**src/rtl/match_timer_ctrl.sv**
```systemverilog
// match_timer_ctrl
//
// Purpose:
//   Match countdown sequencer for time mode. It latches the configured match
//   length and counts it down once per second. The second is measured with an
//   internal clock-enable counter (tick_cnt), not with a divided clock. The
//   block handles start / pause / abort requests from the debounced buttons.
//   It drives the remaining time to the 7-segment display, and the game-enable
//   and time-up signals to the pong game logic.
//
// Ports:
//   clk        in   system clock, all logic on rising edge
//   reset_n    in   asynchronous active-low reset
//   start      in   single-cycle start request
//   pause      in   single-cycle pause/resume toggle
//   abort      in   single-cycle return-to-idle request
//   max_time   in   match length in seconds (TIME_W bits)
//   time_left  out  remaining seconds (TIME_W bits)
//   running    out  high while counting
//   paused     out  high while paused
//   game_en    out  high while counting; gates ball/paddle motion
//   time_up    out  single-cycle pulse when the countdown reaches zero
//   warn       out  running or paused with 0 < time_left <= WARN_SECS
//   blink      out  warn during the first half of each second
//
// All outputs are registered. They are computed from the next-state values,
// so each output lines up exactly with the state register it describes.

`timescale 1ns/1ps

module match_timer_ctrl #(
    parameter int CLK_HZ    = 100_000_000,
    parameter int TIME_W    = 8,
    parameter int WARN_SECS = 5
) (
    input  logic              clk,
    input  logic              reset_n,
    input  logic              start,
    input  logic              pause,
    input  logic              abort,
    input  logic [TIME_W-1:0] max_time,
    output logic [TIME_W-1:0] time_left,
    output logic              running,
    output logic              paused,
    output logic              game_en,
    output logic              time_up,
    output logic              warn,
    output logic              blink
);

    localparam int TICK_W = (CLK_HZ > 1) ? $clog2(CLK_HZ) : 1;

    localparam logic [TICK_W-1:0] TICK_MAX  = TICK_W'(CLK_HZ - 1);
    localparam logic [TICK_W-1:0] TICK_HALF = TICK_W'(CLK_HZ / 2);
    localparam logic [TIME_W-1:0] WARN_LIM  = TIME_W'(WARN_SECS);
    localparam logic [TIME_W-1:0] ONE_SEC   = TIME_W'(1);

    localparam logic [1:0] ST_IDLE    = 2'd0;
    localparam logic [1:0] ST_RUN     = 2'd1;
    localparam logic [1:0] ST_PAUSE   = 2'd2;
    localparam logic [1:0] ST_EXPIRED = 2'd3;

    logic [1:0]        state,    state_nx;
    logic [TICK_W-1:0] tick_cnt, tick_nx;
    logic [TIME_W-1:0] len_q,    len_nx;
    logic [TIME_W-1:0] time_nx;
    logic              up_nx;
    logic              warn_nx;
    logic              blink_nx;

    // Next-state logic. Requests are resolved in the order abort > expiry >
    // pause > start. The expiry-over-pause rule falls out naturally: a
    // pause only moves RUN to PAUSE when the tick did not just expire.
    always_comb begin
        state_nx = state;
        tick_nx  = tick_cnt;
        len_nx   = len_q;
        time_nx  = time_left;
        up_nx    = 1'b0;

        if (abort) begin
            state_nx = ST_IDLE;
            tick_nx  = '0;
            time_nx  = max_time;
        end else begin
            case (state)
                ST_IDLE: begin
                    time_nx = max_time;
                    if (start && (max_time != '0)) begin
                        len_nx   = max_time;
                        tick_nx  = '0;
                        state_nx = ST_RUN;
                    end
                end

                ST_RUN: begin
                    if (tick_cnt == TICK_MAX) begin
                        tick_nx = '0;
                        // A value of 0 cannot be in RUN. Treating it like 1
                        // still guarantees that time_left never underflows.
                        if (time_left <= ONE_SEC) begin
                            time_nx  = '0;
                            state_nx = ST_EXPIRED;
                            up_nx    = 1'b1;
                        end else begin
                            time_nx = time_left - ONE_SEC;
                        end
                    end else begin
                        tick_nx = tick_cnt + TICK_W'(1);
                    end
                    if (pause && (state_nx == ST_RUN)) begin
                        state_nx = ST_PAUSE;
                    end
                end

                ST_PAUSE: begin
                    // tick_cnt is held, so the partial second survives the pause
                    if (pause) begin
                        state_nx = ST_RUN;
                    end
                end

                ST_EXPIRED: begin
                    time_nx = '0;
                    if (start) begin
                        // With no length dialled in, replay the last match length
                        len_nx   = (max_time == '0) ? len_q : max_time;
                        time_nx  = len_nx;
                        tick_nx  = '0;
                        state_nx = ST_RUN;
                    end
                end

                default: begin
                    state_nx = ST_IDLE;
                end
            endcase
        end
    end

    // Warning and blink decode, from the same next-state values that are
    // about to be registered
    always_comb begin
        warn_nx  = ((state_nx == ST_RUN) || (state_nx == ST_PAUSE)) &&
                   (time_nx != '0) && (time_nx <= WARN_LIM);
        blink_nx = warn_nx && (tick_nx < TICK_HALF);
    end

    // State and output registers
    always_ff @(posedge clk or negedge reset_n) begin
        if (!reset_n) begin
            state     <= ST_IDLE;
            tick_cnt  <= '0;
            len_q     <= '0;
            time_left <= '0;
            running   <= 1'b0;
            paused    <= 1'b0;
            game_en   <= 1'b0;
            time_up   <= 1'b0;
            warn      <= 1'b0;
            blink     <= 1'b0;
        end else begin
            state     <= state_nx;
            tick_cnt  <= tick_nx;
            len_q     <= len_nx;
            time_left <= time_nx;
            running   <= (state_nx == ST_RUN);
            paused    <= (state_nx == ST_PAUSE);
            game_en   <= (state_nx == ST_RUN);
            time_up   <= up_nx;
            warn      <= warn_nx;
            blink     <= blink_nx;
        end
    end

endmodule

```
**config.mk**
```make
export PLATFORM = sky130hd
export DESIGN_NAME = match_timer_ctrl
export DESIGN_NICKNAME = d
export VERILOG_FILES = /design/src/rtl/match_timer_ctrl.sv
export SDC_FILE = /design/constraint.sdc
export NUM_CORES = 1
export LEC_CHECK = 0
export ABC_AREA = 1
export CORE_UTILIZATION = 70
export DETAILED_ROUTE_END_ITERATION = 12
export DONT_BUFFER_PORTS = 1
export HOLD_SLACK_MARGIN = 0.08
export PLACE_DENSITY_LB_ADDON = 0.08
export SLEW_MARGIN = 20
export SYNTH_ARGS = -nofsm -noshare
export SYNTH_HDL_FRONTEND = slang
export SYNTH_SLANG_ARGS = --single-unit
export TNS_END_PERCENT = 10
```
**constraint.sdc**
```tcl
create_clock -name clk -period 7 [get_ports clk]
set_clock_uncertainty 0.05 [all_clocks]
set_input_delay 1.4 -clock clk [delete_from_list [all_inputs] [get_ports clk]]
set_output_delay 1.4 -clock clk [all_outputs]
set_load 0.01 [all_outputs]
```
## Yosys cells after proc, flatten, opt, wreduce, memory -nomap -nowiden

Cells that the tools add are included.

- Equal/unequal tests: 9
- Muxes and demuxes: 28
- Reduce and logical (&&, ||, !) cells: 12
- Add/sub/neg operators: 2
- Bitwise operators: 1
- Order comparisons: 3

Operators by type and width:

| kind | number |
|---|---|
| $mux W27 | 4 |
| $pmux W27 S3 | 1 |
| $mux W8 | 7 |
| $add A27 B1 Y27 const B | 1 |
| $eq A27 B27 Y1 const B | 1 |
| $lt A27 B26 Y1 const B | 1 |
| $pmux W8 S3 | 1 |
| $mux W2 | 9 |
| $pmux W8 S2 | 1 |
| $reduce_bool A8 Y1 | 2 |
| $le A8 B1 Y1 const B | 1 |
| $le A8 B3 Y1 const B | 1 |
| $logic_not A8 Y1 | 1 |
| $pmux W2 S4 | 1 |
| $sub A8 B1 Y8 const B | 1 |
| $eq A2 B1 Y1 const B | 3 |
| $eq A2 B2 Y1 const B | 3 |
| $logic_and A1 B1 Y1 | 5 |
| $mux W1 | 4 |
| $ne A2 B2 Y1 const B | 2 |
| $reduce_and A4 Y1 | 1 |
| $logic_not A2 Y1 | 1 |
| $reduce_bool A2 Y1 | 1 |
| $logic_or A1 B1 Y1 | 1 |
| $not A1 Y1 | 1 |

- Register bits after elaboration: 50
- Logic and storage cells: 64
- Output and inout port bits: 14

## Logic depth before layout (Yosys ltp)

- Word-level depth: 15
- Mapped depth: 21
- Gate-level depth less buffers: 21

## Worst setup path after synthesis

No wires, ideal clock.

- Path type: input to register
- From: input max_time[4]
- To: register blink
- Setup time: 71 ps
- Stages: 13
- Data required time: 6879 ps
- Data arrival time: 2876 ps
- Setup slack: 4003 ps
- Path through: nor2_1 -> nand2_2 -> o21ai_2 -> nand2_2 -> nand2_2 -> o221ai_1 -> a21oi_1 -> ha_1 -> nor2_1 -> nand2_1 -> nor2_1 -> nand2_1 -> nor2_1

- Longest elaborated chain between the ends: 10
- Elaborated cells between the ends (all ways): 22
- Classes of those cells: order compare (2); eq/ne (2); mux (10); reduce/logical (8)

Ends and longest elaborated chain:

| what | line | text |
|---|---|---|
| from (decl) | 41 | `input logic [TIME_W-1:0] max_time,` |
| $reduce_bool A8 Y1 * | 89 | `if (start && (max_time != '0)) begin` |
| $logic_and A1 B1 Y1 * | 89 |  |
| $mux W2 * | 89 |  |
| $pmux W2 S4 * | 86 | `case (state)` |
| $mux W2 * | 81 | `if (abort) begin` |
| named net state_nx[1] | 63 | `logic [1:0] state, state_nx;` |
| $eq A2 B1 Y1 or $eq A2 B2 Y1 (tied branches) | 144 | `warn_nx = ((state_nx == ST_RUN) \|\| (state_nx == ST_PAUSE)) &&` |
| $logic_or A1 B1 Y1 * | 144 |  |
| $logic_and A1 B1 Y1 * | 144 |  |
| $logic_and A1 B1 Y1 * | 145 | `(time_nx != '0) && (time_nx <= WARN_LIM);` |
| $logic_and A1 B1 Y1 * | 146 | `blink_nx = warn_nx && (tick_nx < TICK_HALF);` |
| named net blink_nx | 69 | `logic blink_nx;` |
| to (signal assigned) | 172 | `blink <= blink_nx;` |
| to (decl) | 48 | `output logic blink` |

The timed path passes the listed nets; every way through them passes the cells marked *.
A chain may end at the register's enable or synchronous reset.

## Worst setup path in the final report

- From: register time_left[0]
- To: register blink

- Longest elaborated chain between the ends: 15
- Elaborated cells between the ends (all ways): 23
- Classes of those cells: add/sub (1); order compare (2); eq/ne (3); mux (11); reduce/logical (6)

Ends and longest elaborated chain:

| what | line | text |
|---|---|---|
| from (decl) | 42 | `output logic [TIME_W-1:0] time_left,` |
| from (signal assigned) | 166 | `time_left <= time_nx;` |
| $le A8 B1 Y1 * | 101 | `if (time_left <= ONE_SEC) begin` |
| $mux W2 * | 101 |  |
| $mux W2 * | 97 | `if (tick_cnt == TICK_MAX) begin` |
| $mux W2 * | 86 |  |
| $mux W2 * | 81 |  |
| $eq A2 B1 Y1 | 111 | `if (pause && (state_nx == ST_RUN)) begin` |
| $logic_and A1 B1 Y1 | 111 |  |
| $mux W2 * | 111 |  |
| $pmux W2 S4 * | 86 |  |
| $mux W2 * | 81 |  |
| named net state_nx[0] | 63 |  |
| $eq A2 B1 Y1 or $eq A2 B2 Y1 (tied branches) | 144 |  |
| $logic_or A1 B1 Y1 * | 144 |  |
| $logic_and A1 B1 Y1 * | 144 |  |
| $logic_and A1 B1 Y1 * | 145 |  |
| $logic_and A1 B1 Y1 * | 146 |  |
| named net blink_nx | 69 |  |

The timed path passes the listed nets; every way through them passes the cells marked *. The select of a mux whose other input is x is not followed.

==> results.ini <==
[clock_network]
cts.sinks=50
clkTransAtPathRegs_ns=0.10
post-cts-setup-buffers=0
hold_buffers=0
htree_levels=2
worst_skew_pair.late_latency_ns=0.32
cts_tree=done
root_buffer=clkbuf_8
numCtsBuffers=5
clock_path_buffers=2
cts_resized=0

[place]
gp_congestion=0.9435
dpl.hpwl_mm=7.475
dp_slack_ns=3.727
place_inst=661
portBuffers=0

[layout]
nFillCells=441
fin_cells=669
final_cell_mix=nand2_1, inv_1, nor2_1
drive_above_1_share=0.09850
layout_commonest_cell=nand2_1
area_growth_pct=2.415
nets=621
diodes=0

[setup_path]
reg2reg_slack_ns=3.77
crit_type=reg2reg
arrival_ns=3.44
critPathCaptureType=flop
r2r-start=time_left[0]
cp_slowest_cell=dfrtp_1
path_common_cell=nor2_1
critPathLaunchType=flop
worstPathRequired_ns=7.21
rr_endpoint=blink
path_cells=inv_1 > ha_1 > nor2_1 > nor2_1 > nand3_1 > inv_1 > a21oi_1 > nand3_1 > nand3_1 > nand3_1 > inv_1 > nor3_1 > inv_1 > ha_1 > nor2_1 > nand2_1 > nor2_1 > nand2_1 > nor2_1
reg2reg_depth=19
critPathMaxFanout=7
slowest_delay_ns=0.45

[synthesis]
netlist_area_sq_um=3938
synth-seq-area-share=0.3178
synth_edf_count=0
synth_async_sr_flop_share=1.000
syn_inst=605
synthesis.nets=628
avgSynthCellArea_sq_um=6.508
yosys_register_bits=50
synth_cell_types=43
ys.flop_type=dfrtp_1
ys_warn_count=0

[drt]
wl_mm=10.01
postRouteAntennaNets=0
drc_errors=0
drtIter0Drc=410
num_vias=3938
dr.pass1.iters=6
post_drt_wl_per_cell_um=14.96
avgViaCountPerCell=5.886

[sta]
layout_setup_ws_ns=3.771
setup_violations=0
rsz0062_at_grt=no
period_needed_ns=3.229
fin_setup_tns_ns=0
max_freq_ghz=0.3097
tightest_slew_ns=0.8944
layout_worst_path_cycle_share=0.4612
hold_slack_ns=0.4479
hold_violations=0
drv_slew=0
slew_headroom=0.4031

[die]
dieArea_sq_um=5929
rows=26
core_area_sq_um=5270
fp.dieW_um=77
chipHeight_um=77
boundaryPins=27
start_util=0.7472

[grt]
track_usage=0.3592
antenna_found_initial=0
grt_overflow_total=0
grt_pass1_vias=3658
grt_max_degree=51
grt_pass1_wl_mm=16.77

[power_and_ir_drop]
vdd_drop_max_mv=0.1126
p_per_area_nw_per_um2=153.3
power_uw=618.1
p_leak_uw=0.001932

[min_path]
whs_endpoint=len_q[2]
worstHoldStart=len_q[2]
hold_class=reg2reg
worstHoldPathCells=1

[run]
drv_cap=0

[run_status]
status=completed

[routing by layer]
| metal | up-vias | global-route usage | part of all wire |
|---|---|---|---|
| met5 | - | 0 | 0 |
| met4 | 0 | 0.1396 | 0.026 |
| met3 | 33 | 0.06429 | 0.096 |
| met2 | 192 | 0.5500 | 0.45 |
| met1 | 1806 | 0.5046 | 0.43 |
| li1 | 1907 | - | - |
[worst max-delay path: cells and delay by family, from the launching register on]
| kind | cells | cell delay (ns) |
|---|---|---|
| AND/OR/NAND/NOR | 12 | 1.39 |
| adder cells (fa/ha/maj) | 2 | 0.62 |
| buffers and inverters | 4 | 0.56 |
| flip-flops | 1 | 0.45 |
| AO/OA/AOI/OAI | 1 | 0.11 |
[power breakdown]
part           internal [uW]  switching, uW  total [uW]
clock                   79.7            103         183
sequential               307           17.1         324
combinational           34.2           76.5         111
total                    421            197         618
[worst max path at each step]
stage	to	from	slack [ns]
final	blink	time_left[0]	3.77
after global routing	blink	time_left[0]	3.42
after CTS	blink	time_left[0]	3.83
after detailed placement	blink	max_time[5]	3.73
after global placement	blink	max_time[5]	3.83
after floorplan	blink	max_time[4]	4.00
[metrics by stage]
stage / area [sq um] / utilization
6_report: 4033 / 0.7652
5_1_grt: 4033 / 0.7652
4_1_cts: 4033 / 0.7652
3_5_place_dp: 3938 / 0.7472
3_3_place_gp: 3938 / 0.7472
2_1_floorplan: 3938 / -
[cells by family (layout without fill, tap and decap cells)]
kind of cell / after synthesis / after routing / synth area share
and+or+nand+nor: 351 / 351 / 0.4013
AOI/OAI and AO/OA: 82 / 82 / 0.1208
xor gates and xnor gates: 9 / 9 / 0.02002
buffers and inverters: 103 / 97 / 0.1084
DFF: 50 / 50 / 0.3178
adders and majority gates: 10 / 10 / 0.03178
[cell type report]
type | instances | area [sq um] | share of cell area
multi-input combinational | 452 | 2260 | 0.5603
sequential | 50 | 1251 | 0.3103
inverter | 89 | 339.1 | 0.08408
tap | 70 | 87.58 | 0.02172
clock buffer | 6 | 82.58 | 0.02048
clock inverter | 2 | 12.51 | 0.003103
[Yosys cell counts (2+ instances only)]
master	instances	area, sq um
o211ai_1	6	45.04
buf_4	3	22.52
nor2_1	68	255.2
inv_1	80	300.3
ha_1	10	125.1
nand2_2	13	81.33
clkbuf_1	6	22.52
o21ai_0	28	140.1
a21oi_2	2	17.52
nor2_2	11	68.82
nand3b_1	2	15.01
xnor2_1	4	35.03
nand2_1	176	660.6
inv_2	7	26.28
nor3_1	4	20.02
o21a_1	2	15.01
o21ai_2	4	35.03
buf_6	3	33.78
nand4_1	11	68.82
a21oi_1	27	135.1
nor2_4	7	78.83
nand3_1	52	260.3
dfrtp_1	50	1251
nor3_2	2	20.02
o21ai_1	5	25.02
xor2_1	5	43.79
[sequential cells by signal, summed over array words and instances, names as in the netlist]
name       flops
len_q          8
paused         1
time_left      8
time_up        1
state          2
game_en        1
blink          1
tick_cnt      27
warn           1
(Power assumes the default switching activity.)
